[src/rtl/count_time_pkg.sv]
// Shared constants, packed time type and load-validity helper for the HH:MM counter.
package count_time_pkg;

    localparam int MIN_U_MAX        = 9;
    localparam int MIN_Z_MAX        = 5;
    localparam int HOUR_U_MAX       = 9;
    localparam int HOUR_Z_MAX       = 2;
    localparam int HOUR_U_MAX_AT_Z2 = 3;

    typedef struct packed {
        logic [1:0] z_hour;
        logic [3:0] u_hour;
        logic [2:0] z_min;
        logic [3:0] u_min;
    } time_t;

    // A load is honoured only for a real 00:00..23:59 time.
    function automatic logic time_is_valid(input time_t t);
        return (t.u_min <= 4'(MIN_U_MAX))
            && (t.z_min <= 3'(MIN_Z_MAX))
            && (t.u_hour <= 4'(HOUR_U_MAX))
            && (t.z_hour <= 2'(HOUR_Z_MAX))
            && ((t.z_hour != 2'(HOUR_Z_MAX)) || (t.u_hour <= 4'(HOUR_U_MAX_AT_Z2)));
    endfunction

endpackage

[src/rtl/count_time_digit.sv]
// Modulo-(MAX+1) BCD digit with synchronous clear (rst_n), load and increment-with-carry.
module count_time_digit #(
    parameter int WIDTH = 4,
    parameter int MAX   = 9
) (
    input  logic             clk,
    input  logic             rst_n,
    input  logic             load,
    input  logic [WIDTH-1:0] load_val,
    input  logic             inc_in,
    output logic [WIDTH-1:0] digit,
    output logic             carry_out
);

    logic [WIDTH-1:0] digit_reg;

    // Carry is combinational so the next digit can advance on the same edge.
    assign carry_out = inc_in && (digit_reg == WIDTH'(MAX));
    assign digit     = digit_reg;

    always_ff @(posedge clk) begin
        if (!rst_n) begin
            digit_reg <= '0;
        end else if (load) begin
            digit_reg <= load_val;
        end else if (inc_in) begin
            digit_reg <= carry_out ? '0 : digit_reg + WIDTH'(1);
        end
    end

endmodule

[src/rtl/count_time.sv]
// 24-hour BCD HH:MM counter with prescaler and validated parallel load.
// Optional day_wrap pulse on 23:59 -> 00:00 is built when COUNT_TIME_DAY_WRAP_EN is defined.
module count_time
    import count_time_pkg::*;
#(
    parameter int TICKS_PER_MIN = 1
) (
    input  logic       clk,
    input  logic       rst_n,
    input  logic       en,
    input  logic       load,
    input  logic [3:0] u_min_in,
    input  logic [2:0] z_min_in,
    input  logic [3:0] u_hour_in,
    input  logic [1:0] z_hour_in,
    output logic [3:0] u_min_out,
    output logic [2:0] z_min_out,
    output logic [3:0] u_hour_out,
    output logic [1:0] z_hour_out,
    output logic       day_wrap
);

    localparam int PRESC_W = (TICKS_PER_MIN > 1) ? $clog2(TICKS_PER_MIN) : 1;

    time_t              load_time;
    logic               load_ok;
    logic               tick;
    logic               min_inc;
    logic               u_min_carry;
    logic               min_carry;
    logic               hour_at_max;
    logic [PRESC_W-1:0] presc_reg;
    logic [3:0]         u_hour_reg;
    logic [1:0]         z_hour_reg;

    assign load_time = '{z_hour: z_hour_in, u_hour: u_hour_in, z_min: z_min_in, u_min: u_min_in};
    assign load_ok   = load && time_is_valid(load_time);
    assign tick      = en && (presc_reg == PRESC_W'(TICKS_PER_MIN - 1));
    // A valid load suppresses the increment for that edge.
    assign min_inc   = tick && !load_ok;

    always_ff @(posedge clk) begin
        if (!rst_n || load_ok) begin
            presc_reg <= '0;
        end else if (en) begin
            presc_reg <= tick ? '0 : presc_reg + PRESC_W'(1);
        end
    end

    count_time_digit #(.WIDTH(4), .MAX(MIN_U_MAX)) u_min_digit (
        .clk       (clk),
        .rst_n     (rst_n),
        .load      (load_ok),
        .load_val  (u_min_in),
        .inc_in    (min_inc),
        .digit     (u_min_out),
        .carry_out (u_min_carry)
    );

    count_time_digit #(.WIDTH(3), .MAX(MIN_Z_MAX)) z_min_digit (
        .clk       (clk),
        .rst_n     (rst_n),
        .load      (load_ok),
        .load_val  (z_min_in),
        .inc_in    (u_min_carry),
        .digit     (z_min_out),
        .carry_out (min_carry)
    );

    // Hours are kept as a pair because the units limit depends on the tens digit.
    assign hour_at_max = (z_hour_reg == 2'(HOUR_Z_MAX)) && (u_hour_reg == 4'(HOUR_U_MAX_AT_Z2));

    always_ff @(posedge clk) begin
        if (!rst_n) begin
            u_hour_reg <= '0;
            z_hour_reg <= '0;
        end else if (load_ok) begin
            u_hour_reg <= u_hour_in;
            z_hour_reg <= z_hour_in;
        end else if (min_carry) begin
            if (hour_at_max) begin
                u_hour_reg <= '0;
                z_hour_reg <= '0;
            end else if (u_hour_reg == 4'(HOUR_U_MAX)) begin
                u_hour_reg <= '0;
                z_hour_reg <= z_hour_reg + 2'd1;
            end else begin
                u_hour_reg <= u_hour_reg + 4'd1;
            end
        end
    end

    assign u_hour_out = u_hour_reg;
    assign z_hour_out = z_hour_reg;

`ifdef COUNT_TIME_DAY_WRAP_EN
    logic day_wrap_reg;

    always_ff @(posedge clk) begin
        if (!rst_n) begin
            day_wrap_reg <= 1'b0;
        end else begin
            day_wrap_reg <= min_carry && hour_at_max;
        end
    end

    assign day_wrap = day_wrap_reg;
`else
    assign day_wrap = 1'b0;
`endif

endmodule

[config.mk]
export PLATFORM = sky130hd
export DESIGN_NAME = count_time
export DESIGN_NICKNAME = d
export VERILOG_FILES = /design/src/rtl/count_time_pkg.sv /design/src/rtl/count_time_digit.sv /design/src/rtl/count_time.sv
export SDC_FILE = /design/constraint.sdc
export NUM_CORES = 1
export LEC_CHECK = 0
export ABC_AREA = 1
export CAP_MARGIN = 20
export CORE_ASPECT_RATIO = 2
export CORE_MARGIN = 1.5
export CORE_UTILIZATION = 25
export CTS_BUF_LIST = sky130_fd_sc_hd__clkbuf_4 sky130_fd_sc_hd__clkbuf_8
export CTS_CLUSTER_SIZE = 8
export DETAILED_ROUTE_END_ITERATION = 8
export SLEW_MARGIN = 20
export SYNTH_ARGS = -nofsm -noshare
export SYNTH_HDL_FRONTEND = slang
export SYNTH_SLANG_ARGS = --single-unit
[constraint.sdc]
create_clock -name clk -period 1.35 [get_ports clk]
set_input_delay 0.27 -clock clk [delete_from_list [all_inputs] [get_ports clk]]
set_output_delay 0.27 -clock clk [all_outputs]
set_load 0.02 [all_outputs]
==> key figures, run 1 <==
Outcome
  – Status: finished, violations left
  – Failing checks: negative setup slack

Clocking
  – H-tree levels: 1
  – Clk sinks: 14
  – Worst-Skew Late Latency: 0.24 ns
  – CTS Hold Bufs: 0
  – Num CTS Buffers: 3
  – Root Buffer Master: clkbuf_8
  – Clk buf depth: 2
  – Worst-path clk slew: 0.06 ns
  – CTS tree: yes

Critical path
  – Arr. time, crit path: 1.53 ns
  – CP Data Required Time: 1.49 ns
  – Setup crit end kind: register
  – Crit Path Category: reg -> reg
  – Startpoint types: register
  – Worst path max stage delay: 0.35 ns
  – Sequence of cells on the critical path: inv_4, ha_4, nand2_4, nor2_4, nand2_4, nor2_8, inv_4, nand2_4, inv_4, nand2_2, nand3_2, nand2_1, inv_1
  – Slowest-stage cell, CP: dfxtp_4
  – Crit Path Max Fanout: 3

Flow run
  – Max Cap Violations: 0

Die
  – Die Span X: 50.0 um
  – Core ar.: 4300 um2
  – Chip height: 96.9 um
  – Row count: 34
  – DIE AREA: 4840 um2
  – IO Count: 31
  – Initial Utilization: 0.257

Drt
  – DR vias: 1,181
  – Starting DRT DRC Count: 5
  – Routed len/inst: 11.2 um
  – ANT nets after route: 0
  – Detailed Route WL: 3090 um
  – Initial DRT Pass Iterations: 3
  – DR vias/cell: 4.28
  – DRC: 0

Timing
  – Period minus WS final: 1.39 ns
  – Worst clock skew: 0.00520 ns
  – Final hold vios: 0
  – WHS: 0.390 ns
  – Slew Viols, Final: 0
  – Final setup margin: -0.0373 ns
  – RSZ-0062 raised after global routing: true
  – Crit share post-route: 1.03
  – Setup violators final: 3
  – F_max: 721 MHz

Cells and area
  – Design area: 1820 um2
  – Commonest non-fill, non-tap cells in the layout: 36 x nand2_1, 20 x inv_1, 20 x dlygate4sd2_1, 18 x nor2_1, 18 x buf_4
  – Layout cells sized above 1: 0.351
  – Layout fillers: 477
  – Most common cell after layout, fill and taps aside: nand2_1
  – # diodes: 0
  – Area Overhead vs Synth: 64.7%
  – Nets@finish: 244

Global routing
  – GR peak layer: met2
  – Initial antenna violation count: 0
  – GRT overflow: 0
  – Largest net degree at the start of global routing: 9
  – Routing usage on met3: 0.0108
  – Global Route met1 Usage: 0.140
  – First-pass GRT wire length: 5380 um
  – Met2 usage: 0.279
  – Vias in the first global route: 1,275
  – GR Util All Layers: 0.141

Synth
  – Gate Count Post-Synth: 168
  – Total of warnings raised by yosys: 0
  – Largest cells by area after synthesis: dfxtp_1 25%, nand2_1 14%, nand3_1 9.5%
  – Synthesized area: 1100 um2
  – Distinct cells, synth: 27
  – Post-Syn Area per Cell: 6.56 um2
  – Seq/Total Area, Yosys: 0.254
  – Seq cells post-synth: 14
  – Synth top area share: 0.254
  – Synthesized Nets: 189
  – Area leader, netlist: dfxtp_1

Placement
  – Post-DP Area: 1620 um2
  – Hpwl dp: 2280 um
  – GP Congestion: 0.813
  – IO Port Bufs: 29

Hold path
  – Worst min-delay path class: in -> reg

Pwr
  – Power per Cell Area: 627 nW/um2
  – Lkg Pwr: 1.01 nW
  – Max IR drop VDD: 0.000350 V
==> power breakdown <==
| group | internal, mW | total, mW | switching [mW] | leakage, nW |
|---|---|---|---|---|
| Clock | 0.229 | 0.377 | 0.148 | 0.0262 |
| Sequential | 0.431 | 0.451 | 0.0198 | 0.116 |
| Combinational | 0.153 | 0.310 | 0.158 | 0.864 |
| Total | 0.812 | 1.14 | 0.326 | 1.01 |
==> worst max-delay path: cells and delay by family, from the launching register on <==
kind,cells,cell delay (ns)
buffers and inverters,4,0.18
flip-flops,1,0.35
adder cells (fa/ha/maj),1,0.13
AND/OR/NAND/NOR,8,0.63
==> cell usage after synthesis, drive strengths merged <==
cell type  number
a21oi           4
buf             5
conb            1
dfxtp          14
ha              4
inv            25
nand2          47
nand3          24
nand3b          1
nand4           4
nor2           27
nor3            1
nor4            1
o21ai           5
xnor2           1
xor2            4
==> metrics by stage <==
step | util | setup TNS [ns] | cells | worst slack [ns] | power, mW
2_1_floorplan | - | -0.0332 | 168 | -0.0239 | 0.607
3_3_place_gp | 0.376 | -4.86 | 266 | -0.381 | 0.752
3_5_place_dp | 0.376 | -5.29 | 266 | -0.424 | 0.752
4_1_cts | 0.409 | -0.264 | 274 | -0.0881 | 1.14
5_1_grt | 0.423 | -0.858 | 276 | -0.132 | 1.21
6_report | 0.423 | -0.0786 | 276 | -0.0373 | 1.14
==> per-layer routing <==
layer,vias to the layer above,part of all wire
li1,630,-
met1,529,0.36
met2,20,0.61
met3,2,0.019
met4,0,0.015
met5,-,0
==> cell families after synthesis <==
kind of cell,after synthesis,share of synthesized area
flops,14,0.254
simple gates,105,0.481
compound gates,9,0.0443
other cells,1,0.00340
fa+ha+maj,4,0.0454
buf+inv,30,0.132
xor+xnor,5,0.0397
==> worst paths after layout <==
path / slack, ns / end / startpoint / cells after the start
worst max-delay path: -0.04 / u_hour_out[1]$_SDFFE_PN0P_ / u_min_digit.digit[1]$_SDFFE_PN0P_ / 13
worst min-delay path: 0.39 / u_hour_out[2]$_SDFFE_PN0P_ / u_hour_in[2] / 5
worst min register to register: 0.50 / presc_reg$_SDFFE_PP0P_ / presc_reg$_SDFFE_PP0P_ / 2
worst max register to register: -0.04 / u_hour_out[1]$_SDFFE_PN0P_ / u_min_digit.digit[1]$_SDFFE_PN0P_ / 13
==> area by class of cell <==
| cell class | instances | area, um2 | share of cell area |
|---|---|---|---|
| Clock buffer | 4 | 48.8 | 0.0269 |
| Timing Repair Buffer | 55 | 519 | 0.286 |
| Multi-Input combinational cell | 124 | 785 | 0.432 |
| Inverter | 25 | 104 | 0.0572 |
| Tap cell | 54 | 67.6 | 0.0372 |
| Sequential cell | 14 | 292 | 0.161 |
==> timing repair <==
action	in CTS	in global routing
setup buffers	2	2
endpoints found under the setup margin	26	15
gates resized for setup	42	20
pin swaps	18	19
gates cloned	2	0
No activity file was read; power rests on OpenSTA's default activity.
==> run 2: changes to the inputs <==
--- a/config.mk
+++ b/config.mk
@@ -13,6 +13,7 @@
 export CTS_BUF_LIST = sky130_fd_sc_hd__clkbuf_4 sky130_fd_sc_hd__clkbuf_8
 export CTS_CLUSTER_SIZE = 8
 export DETAILED_ROUTE_END_ITERATION = 8
+export SETUP_SLACK_MARGIN = 0.3
 export SLEW_MARGIN = 20
 export SYNTH_ARGS = -nofsm -noshare
 export SYNTH_HDL_FRONTEND = slang
==> key figures, run 2 (same netlist as run 1, synthesis figures left out) <==
Flow run
  – Max Cap Violations: 0

Timing
  – Setup violators final: 2
  – Period minus WS final: 1.37 ns
  – WHS: 0.379 ns
  – F_max: 730 MHz
  – Crit share post-route: 1.02
  – RSZ-0062 raised after global routing: true
  – Slew Viols, Final: 0
  – Final hold vios: 0
  – Setup_tns: -0.0249 ns
  – Worst clock skew: 0.00518 ns
  – Final setup margin: -0.0207 ns

Outcome
  – Failing checks: negative setup slack
  – Status: finished, violations left

Global routing
  – Largest net degree at the start of global routing: 12
  – Met2 usage: 0.257
  – GR peak layer: met2
  – First-pass GRT wire length: 5420 um
  – Routing usage on met3: 0.0154
  – GR Util All Layers: 0.144
  – GRT overflow: 0
  – Global Route met1 Usage: 0.148
  – Vias in the first global route: 1,261
  – Initial antenna violation count: 0

Pwr
  – Power per Cell Area: 631 nW/um2
  – Max IR drop VDD: 0.000350 V
  – Lkg Pwr: 0.973 nW

Placement
  – Post-place setup slack: -0.428 ns
  – GP Congestion: 0.790
  – Hpwl dp: 2250 um
  – IO Port Bufs: 29

Cells and area
  – # diodes: 0
  – Commonest non-fill, non-tap cells in the layout: 37 x nand2_1, 37 x buf_4, 21 x nand3_1, 19 x inv_1, 19 x nor2_1
  – Layout cells sized above 1: 0.457
  – Area Overhead vs Synth: 70.0%
  – Fin util: 0.436
  – Nets@finish: 254

Drt
  – Routed len/inst: 11.5 um
  – ANT nets after route: 0
  – DR vias/cell: 4.52
  – DRC: 0
  – Initial DRT Pass Iterations: 4
  – Detailed Route WL: 3280 um
  – Starting DRT DRC Count: 22
  – DR vias: 1,294

Critical path
  – Reg2reg setup slack: -0.02 ns
  – Crit Path Category: reg -> reg
  – Worst reg2reg startpoint: u_min_digit.digit[1]$_SDFFE_PN0P_
  – Startpoint types: register
  – Reg2reg path depth: 13
  – CP Capture Point: u_hour_out[1]$_SDFFE_PN0P_
  – Arr. time, crit path: 1.52 ns
  – Setup crit start: u_min_digit.digit[1]$_SDFFE_PN0P_
  – Crit Path Max Fanout: 4
  – FF-to-FF End: u_hour_out[1]$_SDFFE_PN0P_
  – CP Data Required Time: 1.50 ns
  – Setup crit end kind: register

Clocking
  – Root Buffer Master: clkbuf_8
  – H-tree levels: 1
  – CTS tree: yes
  – Worst-path clk slew: 0.06 ns
  – Worst-Skew Late Latency: 0.25 ns
  – Clk sinks: 14
  – Clk buf depth: 2
  – CTS Hold Bufs: 0
  – Num CTS Buffers: 3

Die
  – DIE AREA: 4840 um2
  – IO Count: 31
  – Core ar.: 4300 um2
  – Row count: 34
  – Chip height: 96.9 um
  – Die Span X: 50.0 um
  – Initial Utilization: 0.257

Hold path
  – Worst min-delay path class: in -> reg
run 2: routing by layer:
metal	share of wire	wire length [um]
met5	0	0
met4	0.050	163
met3	0.032	104
met2	0.55	1800
met1	0.37	1200
run 2: cell type report:
class	instances	area, um2
Inverter	25	98.8
Clock buffer	3	41.3
Timing Repair Buffer	63	542
Tap cell	54	67.6
Sequential cell	14	308
Clock inverter	1	3.75
Fill cell	457	2420
Multi-Input combinational cell	126	813
run 2: worst min-delay path by stage:
stage	start	end	slack [ns]	cells past startpoint
floorplan	en	presc_reg$_SDFFE_PP0P_	0.35	1
global placement	presc_reg$_SDFFE_PP0P_	presc_reg$_SDFFE_PP0P_	0.48	2
detailed placement	presc_reg$_SDFFE_PP0P_	presc_reg$_SDFFE_PP0P_	0.48	2
CTS	u_hour_in[1]	u_hour_out[1]$_SDFFE_PN0P_	0.36	5
global route	u_min_in[2]	u_min_digit.digit[2]$_SDFFE_PN0P_	0.40	5
finish	z_min_in[2]	z_min_digit.digit[2]$_SDFFE_PN0P_	0.38	5
run 2: through the flow:
stage / cells / instance area (um2) / power, mW
2_1_floorplan: 168 / 1140 / 0.609
3_3_place_gp: 268 / 1620 / 0.752
5_1_grt: 286 / 1870 / 1.25
6_report: 286 / 1870 / 1.18
3_5_place_dp: 268 / 1620 / 0.751
4_1_cts: 282 / 1780 / 1.16
run 2: timing repair:
action,4_1_cts,5_1_grt
endpoints found under the setup margin,27,25
pin swaps,23,13
gates cloned,3,0
buffers inserted,7,4
resized for setup,118,26
run 2: worst max-delay path, cell delays in order (launching register included):
cell     delay [ns]
dfxtp_4        0.34
inv_2          0.06
ha_4           0.12
nand2_4        0.04
nor2_4         0.11
nand2_4        0.09
nor2_8         0.12
inv_4          0.06
nand2_4        0.08
inv_2          0.04
nand2_1        0.04
nand3_1        0.06
nand2_1        0.06
inv_1          0.03
run 2: power by group:
group / total, mW / switching [mW] / internal (mW)
clock: 0.367 / 0.165 / 0.202
combinational: 0.369 / 0.185 / 0.184
sequential: 0.448 / 0.0188 / 0.429
